`config.mk`:
```
export PLATFORM = sky130hd
export DESIGN_NAME = icache
export DESIGN_NICKNAME = d
export VERILOG_FILES = /design/src/rtl/icache_pkg.sv /design/src/rtl/icache_array.sv /design/src/rtl/icache.sv
export SDC_FILE = /design/constraint.sdc
export NUM_CORES = 2
export LEC_CHECK = 0
export ABC_AREA = 1
export BUFFER_PORTS_ARGS = -buffer_cell sky130_fd_sc_hd__buf_2
export CAP_MARGIN = 20
export CORE_AREA = 2 2 576 636
export DETAILED_ROUTE_END_ITERATION = 12
export DIE_AREA = 0 0 578 638
export GPL_ROUTABILITY_DRIVEN = 1
export SLEW_MARGIN = 40
export SYNTH_ARGS = -nofsm -noshare
export SYNTH_HDL_FRONTEND = slang
export SYNTH_HIERARCHICAL = 1
export SYNTH_SLANG_ARGS = --single-unit
```
`constraint.sdc`:
```
create_clock -name clk -period 10.9 [get_ports clk]
set_input_delay 1.09 -clock clk [delete_from_list [all_inputs] [get_ports clk]]
set_output_delay 1.09 -clock clk [all_outputs]
set_load 0.01 [all_outputs]
```
`src/rtl/icache_pkg.sv`:
```
// Shared types and constants for the direct-mapped instruction cache.
package icache_pkg;

    typedef enum logic [1:0] {
        IDLE  = 2'd0,
        MISS  = 2'd1,
        DRAIN = 2'd2
    } state_e;

    localparam logic [31:0] MC_IDLE_ADDR   = 32'h1;
    localparam int          INDEX_BITS_DEF = 6;

endpackage

```
`src/rtl/icache_array.sv`:
```
// Line storage: one valid/tag/data entry per line, combinational read, one synchronous write.
module icache_array
    import icache_pkg::*;
#(
    parameter int INDEX_BITS = INDEX_BITS_DEF
) (
    input  logic                  clk,
    input  logic                  rst,
    input  logic [INDEX_BITS-1:0] rd_idx_i,
    output logic                  rd_valid_o,
    output logic [29-INDEX_BITS:0] rd_tag_o,
    output logic [31:0]           rd_data_o,
    input  logic                  wr_en_i,
    input  logic [INDEX_BITS-1:0] wr_idx_i,
    input  logic [29-INDEX_BITS:0] wr_tag_i,
    input  logic [31:0]           wr_data_i
);

    localparam int LINES = 1 << INDEX_BITS;

    logic [LINES-1:0]          valid_q;
    logic [29-INDEX_BITS:0]    tag_q  [LINES];
    logic [31:0]               data_q [LINES];

    // NOTE: sequential state is assigned with <= so every flop samples pre-edge values.
    always_ff @(posedge clk or negedge rst) begin
        if (!rst) begin
            valid_q <= '0;
        end else if (wr_en_i) begin
            valid_q[wr_idx_i] <= 1'b1;
        end
    end

    // NOTE: tag/data are RAM-like and deliberately not reset; valid bits alone gate their use.
    always_ff @(posedge clk) begin
        if (wr_en_i) begin
            tag_q[wr_idx_i]  <= wr_tag_i;
            data_q[wr_idx_i] <= wr_data_i;
        end
    end

    assign rd_valid_o = valid_q[rd_idx_i];
    assign rd_tag_o   = tag_q[rd_idx_i];
    assign rd_data_o  = data_q[rd_idx_i];

endmodule

```
`src/rtl/icache.sv`:
```
// Direct-mapped instruction cache top: miss FSM, pending address and registered outputs.
module icache
    import icache_pkg::*;
#(
    parameter int INDEX_BITS = INDEX_BITS_DEF
) (
    input  logic        clk,
    input  logic        rst,
    input  logic        if_e,
    input  logic [31:0] if_pc,
    input  logic        flush,
    output logic [31:0] inst,
    output logic        inst_ok,
    output logic [31:0] mc_a,
    input  logic [31:0] mc_n,
    input  logic        mc_ok,
    input  logic [31:0] mc_ca_a
);

    state_e                 state_q, state_d;
    logic [31:0]            pend_q, pend_d;
    logic [31:0]            inst_q, inst_d;
    logic                   inst_ok_q, inst_ok_d;
    logic [31:0]            mc_a_q, mc_a_d;

    logic                   rd_valid;
    logic [29-INDEX_BITS:0] rd_tag;
    logic [31:0]            rd_data;
    logic                   wr_en;
    logic                   hit, accept, complete;
    logic                   unused_pc_lsb;

    assign unused_pc_lsb = ^if_pc[1:0];

    icache_array #(.INDEX_BITS(INDEX_BITS)) u_array (
        .clk        (clk),
        .rst        (rst),
        .rd_idx_i   (if_pc[INDEX_BITS+1:2]),
        .rd_valid_o (rd_valid),
        .rd_tag_o   (rd_tag),
        .rd_data_o  (rd_data),
        .wr_en_i    (wr_en),
        .wr_idx_i   (pend_q[INDEX_BITS+1:2]),
        .wr_tag_i   (pend_q[31:INDEX_BITS+2]),
        .wr_data_i  (mc_n)
    );

    assign hit      = rd_valid && (rd_tag == if_pc[31:INDEX_BITS+2]);
    assign accept   = (state_q == IDLE) && if_e && !flush;
    // Completions for any other address are stale leftovers and are ignored.
    assign complete = mc_ok && (mc_ca_a == pend_q);

    always_ff @(posedge clk or negedge rst) begin
        if (!rst) state_q <= IDLE;
        else      state_q <= state_d;
    end

    // NOTE: every combinational output gets a default first so no latch is inferred.
    always_comb begin
        state_d = state_q;
        unique case (state_q)
            IDLE:    if (accept && !hit) state_d = MISS;
            MISS:    if (complete) state_d = IDLE;
                     else if (flush) state_d = DRAIN;
            DRAIN:   if (complete) state_d = IDLE;
            default: state_d = IDLE;
        endcase
    end

    always_comb begin
        inst_d    = inst_q;
        inst_ok_d = 1'b0;
        mc_a_d    = mc_a_q;
        pend_d    = pend_q;
        wr_en     = 1'b0;
        unique case (state_q)
            IDLE: begin
                if (accept && hit) begin
                    inst_d    = rd_data;
                    inst_ok_d = 1'b1;
                end else if (accept) begin
                    mc_a_d = {if_pc[31:2], 2'b00};
                    pend_d = {if_pc[31:2], 2'b00};
                end
            end
            MISS, DRAIN: begin
                // A flushed fill is still written so the controller never needs a re-fetch.
                if (complete) begin
                    wr_en  = 1'b1;
                    mc_a_d = MC_IDLE_ADDR;
                    if (state_q == MISS && !flush) begin
                        inst_d    = mc_n;
                        inst_ok_d = 1'b1;
                    end
                end
            end
            default: ;
        endcase
    end

    always_ff @(posedge clk or negedge rst) begin
        if (!rst) begin
            pend_q    <= '0;
            inst_q    <= '0;
            inst_ok_q <= 1'b0;
            mc_a_q    <= MC_IDLE_ADDR;
        end else begin
            pend_q    <= pend_d;
            inst_q    <= inst_d;
            inst_ok_q <= inst_ok_d;
            mc_a_q    <= mc_a_d;
        end
    end

    assign inst    = inst_q;
    assign inst_ok = inst_ok_q;
    assign mc_a    = mc_a_q;

endmodule

```
==> metrics.md <==
| Metric | Value |
|---|---|
| CP Data Arrival Time | `7.32 ns` |
| Max-cap violations | `0` |
| Crit path time final | `roughly 6.5 ns` |
| Async SR Flop Fraction | `4.27%` |
| Reg-to-Reg Start | `pend_q[25]` |
| Initial antenna violation count | `22` |
| Clock Pin Slew Worst Setup and Hold Paths | `approximately 0.06 ns` |
| Post-CTS setup buffers | `0` |
| DR DRC count | `0` |
| Core ar. | `362000 sq um` |
| Final hold viol count | `0` |
| R2R Setup Slk | `4.86 ns` |
| Post-layout nets | `13000` |
| Tot GR Track Use | `24.6%` |
| Max stage delay on crit path | `~0.74 ns` |
| Full die area | `between 300000 and 400000 sq um` |
| Buffer depth of the longest clock path | `4` |
| Global-route wire length before repair | `662000 microns` |
| Yosys reg bits | `around 3700` |
| Worst Path Buf+Inv | `7` |
| CTS sink count | `~3700` |
| Area after DPL | `158000 sq um` |
| Rows | `232` |
| Htree depth | `5` |
| Seq/Total Area, Yosys | `73.6%` |
| Worst Setup SP | `if_pc[2]` |
| Clock Skew | `0.0551 ns` |
| Leakage power | `0.0617 uW` |
| Crit path required time | `11.69 ns` |
| Pre-CTS worst setup slack | `3.76 ns` |
| Final Util | `46.9%` |
| Hpwl dp | `232000 microns` |
| Syn Nets | `13000` |
| Post-CTS resize count | `0` |
| Hold buffer count at cts | `0` |
| Sum of negative setup slack | `0 ns` |
| Slew HR | `32.4%` |
| Crit path capture type | `flip-flop` |
| Area Overhead vs Synth | `12.1%` |
| Vias in the first global route | `93200` |
| Share of the synthesized area in the top cell type | `71.0%` |
| Pre-antenna DRT Iters | `8` |
| Via/cell ratio | `5.64` |
| Port-buffer cells | `162` |
| Largest area contributor in the netlist | `edfxtp_1` |
| Crit-path slowest cell | `nand3_4` |
| Wire per inst | `25.9 microns` |
| Starting Density | `about two fifths` |
| Hold Path Class | `in -> async` |
| CTS tree | `yes` |
| CP top delay family | `simple AND/OR/NAND/NOR gates` |
| Largest net degree at the start of global routing | `193` |
| Critical path class | `in -> reg` |
| Clock Root Buffer | `clkbuf_16` |
| Latest clock arrival within the worst-skew pair | `0.92 ns` |
| Fmax | `~150 MHz` |
| Count leader, synth | `nand2_1` |
| Outcome | `finished clean` |
| Final WS setup | `~4.4 ns` |
| Pwr dens | `177 nW/um^2` |
| Pwr Total | `~30000 uW` |
| ANT nets after route | `0` |
| Gpl congestion | `0.795` |
| Worst VDD drop | `approximately 130 uV` |
| Post-synth EDFFs | `3584` |
| Setup violations, final | `0` |
| Final Routed Wirelength | `465000 microns` |
| TritonCTS Buffers | `366` |
| Syn_area_per_cell | `around 12 sq um` |
| Final period utilization | `between 50% and 60%` |
| Synth unique cells | `32` |
| RSZ-0062 raised after global routing | `no` |
| Pins Over Slew Limit | `0` |
| DR iter-0 viols | `around 11000` |
| Boundary pin count | `166` |
| Cell area after synthesis | `approximately 150000 sq um` |
| Synth area leaders | `edfxtp_1 71%, nand3_1 11%, nand2_1 11%` |
| Slew @ Worst Pin | `1.01 ns` |
| Layout cells sized above 1 | `8.64%` |
| Synth cell count leaders | `4473 x nand2_1, 3584 x edfxtp_1, 3416 x nand3_1` |
| DR vias | `101000` |
| Post-synth top flop | `edfxtp_1` |
| Warning count from the yosys run | `6` |
| Die width | `around 580 microns` |
| CP dominant cell by count | `nand2_1` |
| Crit-path max FO | `147` |
| Design Area, Final | `approximately 170000 sq um` |
| Grt ovf | `0` |
| Die Y | `638 microns` |
| Element type at the critical path start | `input pin` |
| Synth Instances | `12900` |
## report_power, final
group / leakage (uW) / total (uW) / switching, uW / internal (uW)
Clock: 0.00558 / 12200 / 5340 / 6850
Sequential: 0.0353 / 16000 / 27.2 / 15900
Combinational: 0.0209 / 1850 / 1440 / 416
Total: 0.0617 / 30000 / 6800 / 23200
## registers in the layout, summed over array words and instances (netlist names)
signal	cells
u_array/data_q	2048
u_array/tag_q	1536
u_array/valid_q	64
inst	32
mc_a	31
pend_q	30
state_q	2
inst_ok	1
## metrics by stage
step | instances | hold WS (ns)
2_1_floorplan | 12900 | 0.440
3_3_place_gp | 17200 | 0.450
3_5_place_dp | 17300 | 0.452
4_1_cts | 17900 | 0.136
5_1_grt | 18000 | 0.164
6_report | 18000 | 0.161
## path summary, 6_finish.rpt
path	to	cells past startpoint
max reg2reg	u_array/data_q[2][27]	17
max	inst[9]	25
min in group clk	mc_a[0]	2
min	inst[21]	1
min reg2reg	mc_a[0]	2
max in group asynchronous	inst[22]	2
## cell families after synthesis
group	after synthesis	synth area share [%]
xor gates and xnor gates	13	0.0751
other	1	0.00247
buffers and inverters	961	3.08
AOI/OAI and AO/OA	34	0.113
DFF	3744	73.6
adders and majority gates	5	0.0413
and+or+nand+nor	8098	23.1
## cells in the final DEF, fill, tap and decap left out, drive strengths merged, types with 3 or more instances in the layout
master / instances
nand3: 3418
nor2: 107
nand4: 30
buf: 459
ha: 5
diode: 8
clkbuf: 471
clkinv: 162
dfrtp: 159
o21ai: 32
xor2: 3
or2: 64
nand2: 4479
bufinv: 22
clkinvlp: 3
edfxtp: 3584
xnor2: 10
inv: 137
## metal layers
layer  vias up  track usage [%]  part of all wire [%]
met1     50400             33.3                    40
met5         -                0                0.0039
met3       854             3.99                   9.1
li1      45200                -                     -
met4         4             9.18                   4.0
met2      4822             39.9                    47
## layout make-up
cell class	count	area (sq um)
repair buffers	461	4530
flip-flops and latches	3744	112000
multi-input cells	8151	35800
clock inverters	195	1560
inverters	129	553
diodes	8	20.0
well taps	4797	6000
fillers	31900	192000
clock buffers	469	9770
## worst reg2reg max path: stages, from the launching register on
cell      delay (ns)
dfrtp_2         0.34
buf_4           0.56
inv_1           0.24
nand2_1         0.08
nand2_1         0.09
nor2_1          0.40
nand2_1         0.14
clkinv_1        0.07
nand2_1         0.05
nor2_1          0.16
nand3_1         0.19
inv_1           0.17
inv_1           0.05
nor2_1          0.29
nand2_1         0.59
nor2_4          0.90
buf_4           0.54
buf_4           0.74
(Power assumes the default switching activity.)
